$ cat src/rtl/tone_segment_scheduler_pkg.sv
// Shared types and default widths for the tone segment scheduler.
package tone_sched_pkg;

  localparam int DEF_HOP_WIDTH  = 6;
  localparam int DEF_LEN_WIDTH  = 16;
  localparam int DEF_DEPTH      = 16;
  localparam int DEF_ADDR_WIDTH = $clog2(DEF_DEPTH);

  typedef enum logic [1:0] {
    IDLE,
    ALIGN,
    RUN,
    DONE
  } state_t;

  typedef struct packed {
    logic [DEF_HOP_WIDTH-1:0] hop;
    logic [DEF_LEN_WIDTH-1:0] len;
  } segment_t;

endpackage

$ cat src/rtl/tone_segment_scheduler_if.sv
// Host-side control/table bus plus generator-side outputs of the scheduler.
interface tone_segment_scheduler_if
  import tone_sched_pkg::*;
#(
  parameter int HOP_WIDTH  = DEF_HOP_WIDTH,
  parameter int LEN_WIDTH  = DEF_LEN_WIDTH,
  parameter int ADDR_WIDTH = DEF_ADDR_WIDTH
) ();

  logic                  wr_en;
  logic [ADDR_WIDTH-1:0] wr_addr;
  logic [HOP_WIDTH-1:0]  wr_hop;
  logic [LEN_WIDTH-1:0]  wr_len;
  logic [ADDR_WIDTH:0]   num_segments;
  logic                  loop_en;
  logic                  start;
  logic                  abort;

  logic [HOP_WIDTH-1:0]  hop_amount;
  logic                  gen_rst_active_low;
  logic                  busy;
  logic                  done;
  logic [ADDR_WIDTH-1:0] seg_index;

  // Host / register side
  modport master (
    output wr_en, wr_addr, wr_hop, wr_len, num_segments, loop_en, start, abort,
    input  hop_amount, gen_rst_active_low, busy, done, seg_index
  );

  // Scheduler side
  modport slave (
    input  wr_en, wr_addr, wr_hop, wr_len, num_segments, loop_en, start, abort,
    output hop_amount, gen_rst_active_low, busy, done, seg_index
  );

endinterface

$ cat src/rtl/tone_segment_scheduler_segment_table.sv
// Segment RAM: one write port, one registered read port, no reset on contents.
module segment_table
  import tone_sched_pkg::*;
#(
  parameter int DEPTH      = DEF_DEPTH,
  parameter int ADDR_WIDTH = DEF_ADDR_WIDTH,
  parameter int DATA_WIDTH = DEF_HOP_WIDTH + DEF_LEN_WIDTH
) (
  input  logic                  clk_i,
  input  logic                  we_i,
  input  logic [ADDR_WIDTH-1:0] waddr_i,
  input  logic [DATA_WIDTH-1:0] wdata_i,
  input  logic [ADDR_WIDTH-1:0] raddr_i,
  output logic [DATA_WIDTH-1:0] rdata_o
);

  logic [DATA_WIDTH-1:0] mem_q [DEPTH];

  // Write the addressed entry and register the read data every cycle
  always_ff @(posedge clk_i) begin
    if (we_i) begin
      mem_q[waddr_i] <= wdata_i;
    end
    rdata_o <= mem_q[raddr_i];
  end

endmodule

$ cat src/rtl/tone_segment_scheduler.sv
// Steps the sine/cosine generator through a table of (hop, length) segments,
// holding the generator in reset while idle so each sequence starts at phase 0.
module tone_segment_scheduler
  import tone_sched_pkg::*;
#(
  parameter int HOP_WIDTH  = DEF_HOP_WIDTH,
  parameter int LEN_WIDTH  = DEF_LEN_WIDTH,
  parameter int DEPTH      = DEF_DEPTH,
  parameter int ADDR_WIDTH = $clog2(DEPTH)
) (
  input logic gen_clk,
  input logic rst_active_high,
  tone_segment_scheduler_if.slave bus
);

  localparam logic [LEN_WIDTH-1:0]  LEN_ONE = LEN_WIDTH'(1);
  localparam logic [ADDR_WIDTH:0]   IDX_ONE = (ADDR_WIDTH + 1)'(1);
  localparam logic [ADDR_WIDTH:0]   DEPTH_W = (ADDR_WIDTH + 1)'(DEPTH);

  state_t                  state_q;
  logic [HOP_WIDTH-1:0]    hopAmount_q;
  logic                    genRstN_q;
  logic                    busy_q;
  logic                    done_q;
  logic [ADDR_WIDTH-1:0]   segIndex_q;
  logic [LEN_WIDTH-1:0]    lenCount_q;
  logic [ADDR_WIDTH:0]     numSeg_q;
  logic                    loopEn_q;

  logic [ADDR_WIDTH:0]     numClamped;
  logic [ADDR_WIDTH-1:0]   segIndex_d;
  logic [ADDR_WIDTH-1:0]   rdAddr;
  logic [HOP_WIDTH+LEN_WIDTH-1:0] rdData;
  logic [HOP_WIDTH-1:0]    rdHop;
  logic [LEN_WIDTH-1:0]    rdLen;
  logic [LEN_WIDTH-1:0]    rdLenEff;
  logic                    segEnd;
  logic                    lastSeg;
  logic                    tableWe;

  // Index that follows idx in the programmed list, wrapping to 0 after the last
  function automatic logic [ADDR_WIDTH-1:0] nextIndex(input logic [ADDR_WIDTH-1:0] idx,
                                                      input logic [ADDR_WIDTH:0]   count);
    logic [ADDR_WIDTH:0] inc;
    inc = {1'b0, idx} + IDX_ONE;
    return (inc >= count) ? '0 : inc[ADDR_WIDTH-1:0];
  endfunction

  assign tableWe = bus.wr_en && !busy_q;

  segment_table #(
    .DEPTH      (DEPTH),
    .ADDR_WIDTH (ADDR_WIDTH),
    .DATA_WIDTH (HOP_WIDTH + LEN_WIDTH)
  ) u_table (
    .clk_i   (gen_clk),
    .we_i    (tableWe),
    .waddr_i (bus.wr_addr),
    .wdata_i ({bus.wr_hop, bus.wr_len}),
    .raddr_i (rdAddr),
    .rdata_o (rdData)
  );

  // The read address always runs one segment ahead of the index being played:
  // in IDLE it points at entry 0 so ALIGN sees it, in ALIGN/RUN it points at the
  // successor of whatever index will be current after this edge. That way the
  // next segment is already sitting in rdData on the final cycle of the current
  // one, even for one-cycle segments.
  always_comb begin
    numClamped = (bus.num_segments > DEPTH_W) ? DEPTH_W : bus.num_segments;
    rdHop      = rdData[HOP_WIDTH+LEN_WIDTH-1:LEN_WIDTH];
    rdLen      = rdData[LEN_WIDTH-1:0];
    rdLenEff   = (rdLen == '0) ? LEN_ONE : rdLen;
    segEnd     = (state_q == RUN) && (lenCount_q == LEN_ONE);
    lastSeg    = (({1'b0, segIndex_q} + IDX_ONE) >= numSeg_q);
    segIndex_d = '0;
    if (state_q == RUN) begin
      segIndex_d = segEnd ? nextIndex(segIndex_q, numSeg_q) : segIndex_q;
    end
    rdAddr = (state_q == IDLE) ? '0 : nextIndex(segIndex_d, numSeg_q);
  end

  // Sequencer FSM with all outputs registered; abort beats every other input
  always_ff @(posedge gen_clk or posedge rst_active_high) begin
    if (rst_active_high) begin
      state_q     <= IDLE;
      hopAmount_q <= '0;
      genRstN_q   <= 1'b0;
      busy_q      <= 1'b0;
      done_q      <= 1'b0;
      segIndex_q  <= '0;
      lenCount_q  <= LEN_ONE;
      numSeg_q    <= '0;
      loopEn_q    <= 1'b0;
    end else if (bus.abort) begin
      state_q     <= IDLE;
      hopAmount_q <= '0;
      genRstN_q   <= 1'b0;
      busy_q      <= 1'b0;
      done_q      <= 1'b0;
      segIndex_q  <= '0;
    end else begin
      case (state_q)
        IDLE: begin
          done_q <= 1'b0;
          if (bus.start && (numClamped != '0)) begin
            state_q  <= ALIGN;
            busy_q   <= 1'b1;
            numSeg_q <= numClamped;
            loopEn_q <= bus.loop_en;
          end
        end
        ALIGN: begin
          state_q     <= RUN;
          hopAmount_q <= rdHop;
          lenCount_q  <= rdLenEff;
          segIndex_q  <= '0;
          genRstN_q   <= 1'b1;
        end
        RUN: begin
          if (segEnd) begin
            if (lastSeg && !loopEn_q) begin
              state_q     <= DONE;
              hopAmount_q <= '0;
              genRstN_q   <= 1'b0;
              busy_q      <= 1'b0;
              done_q      <= 1'b1;
              segIndex_q  <= '0;
            end else begin
              hopAmount_q <= rdHop;
              lenCount_q  <= rdLenEff;
              segIndex_q  <= segIndex_d;
            end
          end else begin
            lenCount_q <= lenCount_q - LEN_ONE;
          end
        end
        DONE: begin
          state_q <= IDLE;
          done_q  <= 1'b0;
        end
        default: begin
          state_q <= IDLE;
        end
      endcase
    end
  end

  assign bus.hop_amount         = hopAmount_q;
  assign bus.gen_rst_active_low = genRstN_q;
  assign bus.busy               = busy_q;
  assign bus.done               = done_q;
  assign bus.seg_index          = segIndex_q;

endmodule

$ cat src/flat_wrapper.sv
// flat-port wrapper written by rule: the top's interface ports become plain ports
module tone_segment_scheduler_flat import tone_sched_pkg::*;
#(
  parameter int HOP_WIDTH  = DEF_HOP_WIDTH,
  parameter int LEN_WIDTH  = DEF_LEN_WIDTH,
  parameter int DEPTH      = DEF_DEPTH,
  parameter int ADDR_WIDTH = $clog2(DEPTH)
)
  (gen_clk, rst_active_high, bus_wr_en, bus_wr_addr, bus_wr_hop, bus_wr_len, bus_num_segments, bus_loop_en, bus_start, bus_abort, bus_hop_amount, bus_gen_rst_active_low, bus_busy, bus_done, bus_seg_index);
  tone_segment_scheduler_if #(.HOP_WIDTH(HOP_WIDTH), .LEN_WIDTH(LEN_WIDTH), .ADDR_WIDTH(ADDR_WIDTH)) bus_i ();
  input logic gen_clk;
  input logic rst_active_high;
  input wire logic [$bits(bus_i.wr_en)-1:0] bus_wr_en;
  input wire logic [$bits(bus_i.wr_addr)-1:0] bus_wr_addr;
  input wire logic [$bits(bus_i.wr_hop)-1:0] bus_wr_hop;
  input wire logic [$bits(bus_i.wr_len)-1:0] bus_wr_len;
  input wire logic [$bits(bus_i.num_segments)-1:0] bus_num_segments;
  input wire logic [$bits(bus_i.loop_en)-1:0] bus_loop_en;
  input wire logic [$bits(bus_i.start)-1:0] bus_start;
  input wire logic [$bits(bus_i.abort)-1:0] bus_abort;
  output wire logic [$bits(bus_i.hop_amount)-1:0] bus_hop_amount;
  output wire logic [$bits(bus_i.gen_rst_active_low)-1:0] bus_gen_rst_active_low;
  output wire logic [$bits(bus_i.busy)-1:0] bus_busy;
  output wire logic [$bits(bus_i.done)-1:0] bus_done;
  output wire logic [$bits(bus_i.seg_index)-1:0] bus_seg_index;
  assign bus_i.wr_en = bus_wr_en;
  assign bus_i.wr_addr = bus_wr_addr;
  assign bus_i.wr_hop = bus_wr_hop;
  assign bus_i.wr_len = bus_wr_len;
  assign bus_i.num_segments = bus_num_segments;
  assign bus_i.loop_en = bus_loop_en;
  assign bus_i.start = bus_start;
  assign bus_i.abort = bus_abort;
  assign bus_hop_amount = bus_i.hop_amount;
  assign bus_gen_rst_active_low = bus_i.gen_rst_active_low;
  assign bus_busy = bus_i.busy;
  assign bus_done = bus_i.done;
  assign bus_seg_index = bus_i.seg_index;
  tone_segment_scheduler #(.HOP_WIDTH(HOP_WIDTH), .LEN_WIDTH(LEN_WIDTH), .DEPTH(DEPTH), .ADDR_WIDTH(ADDR_WIDTH)) u_core (.gen_clk(gen_clk), .rst_active_high(rst_active_high), .bus(bus_i));
endmodule
$ cat config.mk
export PLATFORM = sky130hd
export DESIGN_NAME = tone_segment_scheduler_flat
export DESIGN_NICKNAME = d
export VERILOG_FILES = /design/src/rtl/tone_segment_scheduler_pkg.sv /design/src/rtl/tone_segment_scheduler_if.sv /design/src/rtl/tone_segment_scheduler_segment_table.sv /design/src/rtl/tone_segment_scheduler.sv /design/src/flat_wrapper.sv
export SDC_FILE = /design/constraint.sdc
export NUM_CORES = 1
export LEC_CHECK = 0
export CORE_MARGIN = 4
export CORE_UTILIZATION = 36
export DETAILED_ROUTE_END_ITERATION = 7
export GPL_TIMING_DRIVEN = 0
export PLACE_DENSITY = 0.58
export SKIP_CTS_REPAIR_TIMING = 1
export SYNTH_ARGS = -nofsm -noshare
export SYNTH_HDL_FRONTEND = slang
export SYNTH_SLANG_ARGS = --single-unit
$ cat constraint.sdc
create_clock -name gen_clk -period 5.38 [get_ports gen_clk]
set_input_delay 1.076 -clock gen_clk [delete_from_list [all_inputs] [get_ports gen_clk]]
set_output_delay 1.076 -clock gen_clk [all_outputs]
set_load 0.02 [all_outputs]
==> results of run 1 <==
-- per-layer routing --
metal	wire, um	part of all wire [%]	track usage [%]
met1	20900	44	23.7
met2	23000	49	28.9
met3	2430	5.2	2.46
met4	860	1.8	4.27
met5	0	0	0
-- worst max-delay path by stage --
stage                                 end  slack (ns)  depth (start not counted)
4_1_cts         u_core.u_table.rdata_o[2]       -0.77                         20
5_1_grt         u_core.u_table.rdata_o[9]       -0.07                         22
6_report        u_core.u_table.rdata_o[9]        0.14                         22
2_1_floorplan  u_core.u_table.rdata_o[11]        0.68                         22
3_3_place_gp    u_core.u_table.rdata_o[0]       -0.71                         20
3_5_place_dp    u_core.u_table.rdata_o[2]       -0.75                         20
-- cell type report --
| type | instances | area share (%) |
|---|---|---|
| tap | 664 | 3.90 |
| sequential | 411 | 56.0 |
| inverter | 19 | 0.335 |
| clock inverter | 27 | 1.58 |
| multi-input combinational | 765 | 26.3 |
| clock buffer | 53 | 5.52 |
| timing repair buffer | 74 | 3.69 |
| buffer | 89 | 2.61 |
-- registers in the layout, summed over array words and instances (netlist names) --
signal                         flops
u_core.bus.busy                    1
u_core.bus.done                    1
u_core.bus.gen_rst_active_low      1
u_core.bus.hop_amount              6
u_core.bus.seg_index               4
u_core.lenCount_q                 16
u_core.loopEn_q                    1
u_core.numSeg_q                    5
u_core.state_q                     2
u_core.u_table.mem_q             352
u_core.u_table.rdata_o            22
-- through the flow --
| step | utilization, % | worst slack (ns) |
|---|---|---|
| 3_5_place_dp | 39.8 | -0.748 |
| 5_1_grt | 43.5 | -0.0747 |
| 6_report | 43.5 | 0.139 |
| 2_1_floorplan | - | 0.685 |
| 3_3_place_gp | 39.2 | -0.705 |
| 4_1_cts | 42.9 | -0.770 |
-- power by group --
| group | internal [mW] | total [mW] | switching [mW] |
|---|---|---|---|
| clock | 1.90 | 3.18 | 1.27 |
| sequential | 3.71 | 3.90 | 0.184 |
| combinational | 1.21 | 3.26 | 2.05 |
| total | 6.83 | 10.3 | 3.51 |
-- placed cells by master (no fill, tap or decap), types with 4 or more instances in the layout --
| cell type | n |
|---|---|
| inv_1 | 18 |
| clkinv_1 | 7 |
| buf_8 | 13 |
| clkbuf_2 | 16 |
| nor2_1 | 32 |
| dfxtp_1 | 22 |
| nand2_1 | 200 |
| mux2i_1 | 130 |
| clkinv_2 | 8 |
| nor3_1 | 8 |
| nand2b_1 | 9 |
| buf_2 | 15 |
| nor4_1 | 6 |
| mux2i_2 | 25 |
| ha_1 | 16 |
| nor2_2 | 11 |
| bufinv_16 | 7 |
| buf_4 | 13 |
| clkdlybuf4s50_1 | 49 |
| a2bb2oi_1 | 176 |
| buf_12 | 4 |
| a22oi_1 | 7 |
| dfrtp_1 | 35 |
| clkbuf_1 | 40 |
| a22o_1 | 8 |
| clkbuf_16 | 46 |
| nor3_2 | 5 |
| clkbuf_4 | 7 |
| a211oi_1 | 6 |
| a21oi_1 | 25 |
| o21ai_0 | 31 |
| edfxtp_1 | 352 |
| nand3_1 | 7 |
| buf_6 | 12 |
-- cells by family after synthesis --
group	share of synthesized area [%]
flip-flops	66.7
AND/OR/NAND/NOR	7.64
AO/OA/AOI/OAI	12.4
multiplexers	8.88
buffers and inverters	3.03
adder cells (fa/ha/maj)	1.19
XOR/XNOR	0.196
-- worst reg2reg max path: stages, from the launching register on --
cell,delay (ns)
dfrtp_1,0.41
clkbuf_4,0.24
nand3_1,0.13
xnor2_2,0.21
ha_1,0.26
and2_2,0.25
a2111oi_4,0.43
buf_4,0.20
a31o_1,0.16
nand2_1,0.09
nor3_2,0.19
ha_1,0.29
a211oi_1,0.27
inv_1,0.10
a31oi_4,0.31
nand2_2,0.13
a311oi_2,0.23
buf_6,0.19
buf_12,0.18
buf_12,0.17
mux2i_2,0.27
mux2i_2,0.15
mux2i_1,0.25
==> impl_metrics.env, run 1 <==
export IMPL_dp_final_hpwl_mm=31.7
export IMPL_grt_start_max_net_pins=38
export IMPL_cts_made_buffers=45
export IMPL_number_of_flops_mapped_to_enable_cells_by_yosys=352
export IMPL_worst_r2r_path_depth=22
export IMPL_final_period_utilization_pct=97.4
export IMPL_p_leak_nw=7.35
export IMPL_initial_utilization_pct=36.5
export IMPL_finalClockSkew_ns=0.0127
export IMPL_grt_pass1_vias=11400
export IMPL_slowest_stage="a2111oi_4"
export IMPL_holdCritPathClass="register to register"
export IMPL_clock_insertion_delay_at_the_later_pin_of_the_skew_report_ns=0.58
export IMPL_ff2ff_setup_slack_ns=0.14
export IMPL_max_cap_violations=0
export IMPL_final_cell_area_um2=21300
export IMPL_synth_top_flop_cell="edfxtp_1"
export IMPL_cts_num_sinks=411
export IMPL_ports_placed_on_the_boundary=50
export IMPL_timing_fmax_mhz=191
export IMPL_power_density_nw_per_um2=485
export IMPL_setup_viol_count_final=0
export IMPL_design_power_mw=10.3
export IMPL_tightest_slew_ns=0.883
export IMPL_critical_path_max_stage_delay_ns=0.43
export IMPL_hold_depth=1
export IMPL_finalSetupTns_ns=0
export IMPL_diodes=0
export IMPL_post_synth_inst_count=1284
export IMPL_drt_vias_per_instance=5.34
export IMPL_synthArstFlopShare_pct=9.00
export IMPL_timing_setup_critical_path_class="register to register"
export IMPL_hold_path_startpoint="u_core.u_table.rdata_o[19]"
export IMPL_seq_area_um2=11900
export IMPL_crit_path_start="u_core.bus.seg_index[0]"
export IMPL_antenna_left=0
export IMPL_drtIter0Drc=1031
export IMPL_critical_path_n_buffers_inverters=6
export IMPL_required_time_reported_for_the_critical_path_endpoint_ns=5.84
export IMPL_fp_row_count=81
export IMPL_crit_fanout=10
export IMPL_cts_reportedPaths_clkPinSlew_ns=0.06
export IMPL_multiInputGateArea_um2=5620
export IMPL_post_detailed_routing_wire_length_mm=47.1
export IMPL_timing_critical_path_max_delay_family="compound AO/OA/AOI/OAI gates"
export IMPL_globalRouteTotalUtil_pct=17.2
export IMPL_syn_num_nets=1338
export IMPL_post_detailed_route_drc_marker_count=0
export IMPL_port_buffers=49
export IMPL_grt_antenna_before_repair=0
export IMPL_r2r_start="u_core.bus.seg_index[0]"
export IMPL_place_area_um2=19500
export IMPL_synth_cells_most_frequent="edfxtp_1, nand2_1, a2bb2oi_1"
export IMPL_ctsHtreeMaxLevel=2
export IMPL_post_synth_top_area_cell="edfxtp_1"
export IMPL_routed_via_count=11200
export IMPL_fillers=4517
export IMPL_core_area_um2=49100
export IMPL_worst_endpoint_arrival_ns=5.70
export IMPL_max_vdd_ir_drop_v=0.000259
export IMPL_yosys_cell_count_top_type="edfxtp_1"
export IMPL_die_w_um=231
export IMPL_slew_violations=0
export IMPL_first_pass_grt_wire_length_mm=70.3
export IMPL_synth_cell_types=69
export IMPL_slew_headroom_pct=40.8
export IMPL_ctsLongestPathBuffers=3
export IMPL_gpl_final_weighted_congestion=0.832
export IMPL_synth_seq_cells=411
export IMPL_synth_seq_area_share_pct=66.7
export IMPL_avgSynthCellArea_um2=13.9
export IMPL_die_height_um=231
export IMPL_hold_viol=0
export IMPL_firstDrtPassIters=5
export IMPL_synth_warnings=0
export IMPL_outcome="finished, final reports clean"
export IMPL_yosysTopAreaCellShare_pct=59.0
export IMPL_kind_of_capture_point_of_the_worst_setup_path="register"
export IMPL_period_needed_ns=5.24
export IMPL_place_detailed_instances=2015
export IMPL_area_of_the_die_um2=53400
export IMPL_detail_route_wl_per_cell_um=22.4
export IMPL_timing_hold_ws_ns=0.449
export IMPL_layout_cell_share_with_drive_strength_beyond_1_pct=15.5
export IMPL_timing_critical_path_cells="clkbuf_4 > nand3_1 > xnor2_2 > ha_1 > and2_2 > a2111oi_4 > buf_4 > a31o_1 > nand2_1 > nor3_2 > ha_1 > a211oi_1 > inv_1 > a31oi_4 > nand2_2 > a311oi_2 > buf_6 > buf_12 > buf_12 > mux2i_2 > mux2i_2 > mux2i_1"
export IMPL_synth_cell_area_um2=17900
export IMPL_worstSetupStartpointType="register"
export IMPL_areaGrowthSynthToFinish_pct=19.1
export IMPL_tritoncts_clock_tree="yes"
export IMPL_synth_area_leaders="edfxtp_1, mux2i_1, a2bb2oi_1"
export IMPL_gr_total_overflow=0
export IMPL_cts_root_buffer_cell="clkbuf_16"
export IMPL_timing_rr_end="u_core.u_table.rdata_o[9]"
export IMPL_finalNetCount=1459
export IMPL_finish_cell_count_without_fillers=2102
export IMPL_terminating_pin_of_the_worst_hold_path="u_core.bus.hop_amount[3]"
Power figures use the tool's default switching activity.
==> inputs of run 2 (changes only) <==
==> constraint.sdc (replaced) <==
create_clock -name gen_clk -period 5.1 [get_ports gen_clk]
set_input_delay 1.02 -clock gen_clk [delete_from_list [all_inputs] [get_ports gen_clk]]
set_output_delay 1.02 -clock gen_clk [all_outputs]
set_load 0.02 [all_outputs]
==> impl_metrics.env, run 2 (synthesis results as in run 1) <==
export IMPL_post_detailed_routing_wire_length_mm=47.2
export IMPL_areaGrowthSynthToFinish_pct=21.1
export IMPL_setup_repair_after_global_routing_missed_its_margin="true"
export IMPL_layout_cell_share_with_drive_strength_beyond_1_pct=17.8
export IMPL_fillers=4489
export IMPL_mostFrequentLayoutCell="edfxtp_1"
export IMPL_setup_viol_count_final=0
export IMPL_place_detailed_instances=2015
export IMPL_crit_fanout=8
export IMPL_largest_register_ffs=352
export IMPL_tritoncts_clock_tree="yes"
export IMPL_cts_made_buffers=45
export IMPL_timing_critical_path_to="u_core.u_table.rdata_o[9]"
export IMPL_multiInputGateArea_um2=5760
export IMPL_slowest_stage="a2111oi_4"
export IMPL_outcome="finished, final reports clean"
export IMPL_slew_headroom_pct=39.8
export IMPL_dp_final_hpwl_mm=31.7
export IMPL_gpl_final_weighted_congestion=0.832
export IMPL_cts_root_buffer_cell="clkbuf_16"
export IMPL_max_cap_violations=0
export IMPL_most_common_layout_cells="edfxtp_1, nand2_1, a2bb2oi_1"
export IMPL_regMostFlops="u_core.u_table.mem_q"
export IMPL_kind_of_capture_point_of_the_worst_setup_path="register"
export IMPL_detail_route_wl_per_cell_um=22.3
export IMPL_ports_placed_on_the_boundary=50
export IMPL_initial_utilization_pct=36.5
export IMPL_period_needed_ns=5.05
export IMPL_max_vdd_ir_drop_v=0.000273
export IMPL_ctsLongestPathBuffers=3
export IMPL_core_area_um2=49100
export IMPL_fp_row_count=81
export IMPL_firstDrtPassIters=5
export IMPL_globalRouteTotalUtil_pct=17.2
export IMPL_cts_reportedPaths_clkPinSlew_ns=0.06
export IMPL_ff2ff_setup_slack_ns=0.05
export IMPL_die_w_um=231
export IMPL_first_pass_grt_wire_length_mm=70.3
export IMPL_finalNetCount=1474
export IMPL_post_detailed_route_drc_marker_count=0
export IMPL_finish_cell_count_without_fillers=2118
export IMPL_power_density_nw_per_um2=508
export IMPL_timing_rr_end="u_core.u_table.rdata_o[9]"
export IMPL_tightest_slew_ns=0.897
export IMPL_crit_path_start="u_core.bus.seg_index[0]"
export IMPL_hold_viol=0
export IMPL_cp_common_cell="buf_12"
export IMPL_worst_endpoint_arrival_ns=5.51
export IMPL_final_core_util_pct=44.2
export IMPL_finalClockSkew_ns=0.0136
export IMPL_grt_start_max_net_pins=38
export IMPL_critical_path_max_stage_delay_ns=0.49
export IMPL_required_time_reported_for_the_critical_path_endpoint_ns=5.56
export IMPL_drt_vias_per_instance=5.30
export IMPL_grt_pass1_vias=11400
export IMPL_antenna_left=0
export IMPL_worst_r2r_path_depth=24
export IMPL_r2r_start="u_core.bus.seg_index[0]"
export IMPL_cts_num_sinks=411
export IMPL_reg_top3="u_core.u_table.mem_q (352), u_core.u_table.rdata_o (22), u_core.lenCount_q (16)"
export IMPL_area_of_the_die_um2=53400
export IMPL_routed_via_count=11200
export IMPL_gr_total_overflow=0
export IMPL_port_buffers=49
export IMPL_die_height_um=231
export IMPL_timing_critical_path_cells="ha_4 > xor2_1 > ha_1 > a21oi_2 > o21ai_4 > a2111oi_4 > buf_4 > a31oi_1 > a211oi_2 > xnor2_2 > ha_1 > a211oi_2 > inv_1 > a31oi_4 > buf_12 > nand2_4 > a311oi_2 > buf_6 > buf_12 > buf_12 > buf_12 > mux2i_2 > mux2i_2 > mux2i_1"
export IMPL_ctsHtreeMaxLevel=2
export IMPL_p_leak_nw=7.50
export IMPL_slew_violations=0
export IMPL_timing_fmax_mhz=198
export IMPL_seq_area_um2=11900
export IMPL_design_power_mw=11.0
export IMPL_worstSetupStartpointType="register"
export IMPL_holdCritPathClass="register to register"
export IMPL_grt_antenna_before_repair=0
export IMPL_timing_setup_critical_path_class="register to register"
export IMPL_drtIter0Drc=1048
export IMPL_final_period_utilization_pct=99.1
export IMPL_clock_insertion_delay_at_the_later_pin_of_the_skew_report_ns=0.58
==> run 2: changes by cell type in the layout (fill, tap and decap cells not counted), sizes merged <==
cell    change
buf        +16
clkbuf      -1
diode       +1
==> run 2: worst min-delay path by stage <==
stage,start,to,slack [ns],cells after the start
4_1_cts,u_core.u_table.rdata_o[21],u_core.bus.hop_amount[5],0.45,1
3_5_place_dp,u_core.u_table.rdata_o[16],u_core.bus.hop_amount[0],0.44,1
2_1_floorplan,u_core.u_table.rdata_o[16],u_core.bus.hop_amount[0],0.43,1
3_3_place_gp,u_core.u_table.rdata_o[18],u_core.bus.hop_amount[2],0.43,1
6_report,u_core.u_table.rdata_o[19],u_core.bus.hop_amount[3],0.45,1
5_1_grt,u_core.u_table.rdata_o[16],u_core.bus.hop_amount[0],0.46,1
==> run 2: metal layers <==
layer | vias up | global-route usage (%) | wire length [um]
met5 | - | 0 | 0
met4 | 0 | 4.27 | 837
met3 | 62 | 2.46 | 2610
met2 | 335 | 28.9 | 23000
met1 | 5660 | 23.7 | 20800
li1 | 5176 | - | -
==> run 2: cell type report <==
cell class | count | share of cell area, %
Buffer | 89 | 2.77
Sequential cell | 411 | 55.1
Clock buffer | 53 | 5.43
Antenna cell | 1 | 0.0115
Clock inverter | 27 | 1.55
Timing Repair Buffer | 89 | 4.40
Multi-Input combinational cell | 765 | 26.6
Inverter | 19 | 0.329
Tap cell | 664 | 3.83
==> run 2: worst max-delay path: cells and delay by family, from the launching register on <==
kind | cells | cell delay (ns)
fa+ha+maj | 3 | 0.73
simple gates | 1 | 0.05
xor+xnor | 2 | 0.28
mux | 3 | 0.64
flops | 1 | 0.45
buf+inv | 7 | 0.98
compound gates | 8 | 1.77
==> run 2: power by group <==
part | total [mW] | internal (mW) | switching (mW)
clock | 3.35 | 2.01 | 1.34
combinational | 3.55 | 1.35 | 2.20
sequential | 4.11 | 3.92 | 0.192
==> run 2: per-stage QoR <==
step	worst slack, ns	setup TNS, ns	area [um^2]	hold slack [ns]
after floorplan	0.405	0	17900	0.427
after global placement	-0.985	-30.20	19200	0.434
after detailed placement	-1.03	-20.79	19500	0.436
after CTS	-1.05	-21.39	21000	0.450
after global routing	-0.149	-1.25	21700	0.462
final	0.0476	0	21700	0.448
==> RTL edit (config.mk and constraints of run 2) <==
Re-encode `state_t` (4 states) as one-hot, 4 bits wide.
--- a/src/rtl/tone_segment_scheduler_pkg.sv
+++ b/src/rtl/tone_segment_scheduler_pkg.sv
@@ -7,9 +7,9 @@
   localparam int DEF_ADDR_WIDTH = $clog2(DEF_DEPTH);
 
-  typedef enum logic [1:0] {
-    IDLE,
-    ALIGN,
-    RUN,
-    DONE
+  typedef enum logic [3:0] {
+    IDLE  = 4'b0001,
+    ALIGN = 4'b0010,
+    RUN   = 4'b0100,
+    DONE  = 4'b1000
   } state_t;
 
Function: no difference found for any inputs over 4 cycles, from zero or initial values and one cycle with rst_active_high high; so few cycles prove little.
==> RTL edit against run 2 <==
- worst setup slack gained 0.040 ns
- global-route usage is 0.97 points higher
- sequential cell count is 2 higher
- cell area down 4.4%
- highest routed layer unchanged
- count of clock-buffer cells in the layout is 9 higher
- final cell count decreased by 7.5%
- non-clock buffer count down 20
- area after synthesis shrank 4.6%
- routed wire length rose by 0.96%
- core utilization grew 0.15 points
Power is not compared: it rests on default switching activity, and its combinational part moved more than twofold at a synthesized area within 25%.
==> RTL edit: results (changes against run 2) <==
* Mapped Avg Cell Area at 14.4 um^2 (+3.2%)
* Most instantiated cells after synthesis: edfxtp_1 (352), nand2_1 (95), a21oi_1 (68), mux2i_1 (50), nor2_1 (46)
* Fillers at 4,094 (-8.8%)
* Biggest regs: u_core.u_table.mem_q (352), u_core.u_table.rdata_o (22), u_core.lenCount_q (16)
* Pin count of the biggest net entering global routing at 40 (+5.3%)
* Skew final at 0.0243 ns (+0.0107 ns)
* Dpl cells at 1,853 (-8.0%)
* Syn-to-layout area delta at 21.4%
* Input/output buffers at 49 (unchanged)
* Worst hold slack at 0.446 ns (-0.00260 ns)
* CTS buffer count at 44 (-2.2%)
* Initial antenna violation count at 1 (+1)
* Via density at 5.64 (+6.3%)
* RR Startpoint: u_core.bus.seg_index[1]
* Worst reg2reg path depth at 20 (-17%)
* Gpl congestion at 0.871 (+4.7%)
* Int Power at 6.10 mW
* Worst-path fanout max at 19 (+11)
* R2r endpoint: u_core.u_table.rdata_o[17]
* DP Worst Slack at -2.38 ns (-1.35 ns)
* Clock-pin transition on the worst setup and hold timing paths at 0.06 ns (about the same)
* YS warnings at 0 (unchanged)
* Critical Path AT at 5.46 ns (-0.05 ns)
* Slew headroom at 34.7% (-5.2 points)
* Hold EP: u_core.bus.hop_amount[0]
* Min-delay src: u_core.u_table.rdata_o[16]
* Vias in the first global route at 10,800 (-5.3%)
* WL per Instance at 24.3 um (+9.2%)
* Hold Path Class: flip-flop to flip-flop
* FFs w/ async S/R, synth at 9.44% (+0.44 points)
* Final HPWL DP at 31,100 um (-1.9%)
* ANT cells at 0 (-1)
* P_leak at 6.68 nW
* R2r setup slk at 0.09 ns (+0.04 ns)
* Cell area after placement at 18,600 um^2 (-4.9%)
* H-Tree Depth at 2 (unchanged)
* Crit-path max cell delay at 0.57 ns (+0.08 ns)
* DR iter-0 viols at 1,115 (+6.4%)
* Status: finished clean
* Clock latency at the later pin of the worst-skew pair at 0.58 ns (about the same)
* Max VDD drop at 0.264 mV
* Sequential fraction of the synthesis area at 70.2% (+3.5 points)
* Yosys cell types at 88 (+28%)
* Syn_nets at 1,237 (-7.5%)
* Global-route wire length before repair at 69,400 um (-1.3%)
* Number of flops mapped to enable cells by yosys at 352 (unchanged)
* Drt first pass iters at 5 (unchanged)
* Wirelength, routed at 47,600 um (+0.96%)
* Total Routing Usage GR at 18.2% (+0.97 points)
* # nets final at 1,367 (-7.3%)
* Share of cells above drive strength 1 at 18.9% (+1.0 points)
* Area contributors post-synth: edfxtp_1 (62%), dfrtp_1 (5.4%), mux2i_1 (2.9%)
[RTL edit: how the worst max path moves through the flow]
stage	from	to	slack (ns)	cells after the start
after floorplan	u_core.bus.seg_index[0]	u_core.u_table.rdata_o[11]	0.04	21
after global routing	u_core.bus.seg_index[0]	u_core.u_table.rdata_o[1]	-0.07	18
after detailed placement	u_core.bus.seg_index[0]	u_core.u_table.rdata_o[18]	-2.38	24
after global placement	u_core.bus.seg_index[0]	u_core.u_table.rdata_o[16]	-2.20	24
final	u_core.bus.seg_index[1]	u_core.u_table.rdata_o[17]	0.09	20
after CTS	u_core.bus.seg_index[0]	u_core.u_table.rdata_o[18]	-2.47	24
[RTL edit: cell type report]
cell class | instances | share of cell area (%)
Clock buffer | 62 | 5.95
Sequential cell | 413 | 57.9
Clock inverter | 19 | 1.10
Buffer | 72 | 2.57
Multi-Input combinational cell | 686 | 24.5
Tap cell | 607 | 3.66
Inverter | 14 | 0.314
Timing Repair Buffer | 86 | 4.07
[RTL edit: kinds of logic (layout without fill, tap and decap cells)]
kind of cell	after synthesis	in the layout	share of synthesized area (%)
AND/OR/NAND/NOR	286	286	8.93
multiplexers	58	58	3.46
flip-flops	413	413	70.2
XOR/XNOR	4	4	0.205
adder cells (fa/ha/maj)	13	13	0.953
buffers and inverters	88	253	2.60
AO/OA/AOI/OAI	325	325	13.6
[RTL edit: power groups by stage]
stage	registers, mW	clock network [mW]	logic, mW
floorplan	4.01	0	0.554
global placement	4.06	0	0.903
detailed placement	4.06	0	0.930
CTS	3.99	3.24	0.935
global route	4.01	3.39	1.12
finish	3.99	3.20	1.05
[RTL edit: stage by stage]
step	TNS, ns	total power [mW]
floorplan	0	4.56
global placement	-74.64	4.96
detailed placement	-40.44	4.99
CTS	-41.46	8.16
global route	-0.541	8.52
finish	0	8.24
[RTL edit: metal layers]
layer | vias to the layer above | global-route usage (%) | share of wire, %
met5 | - | 0 | 0
met4 | 0 | 6.24 | 3.6
met3 | 91 | 2.31 | 5.4
met2 | 358 | 29.8 | 48
met1 | 5604 | 25.2 | 43
li1 | 4994 | - | -
[RTL edit: worst max-delay path: cells and delay by family (launching register included)]
family,cells,cell delay [ns]
fa+ha+maj,2,0.54
xor+xnor,1,0.21
buf+inv,6,1.00
simple gates,4,0.72
flops,1,0.41
compound gates,7,1.96
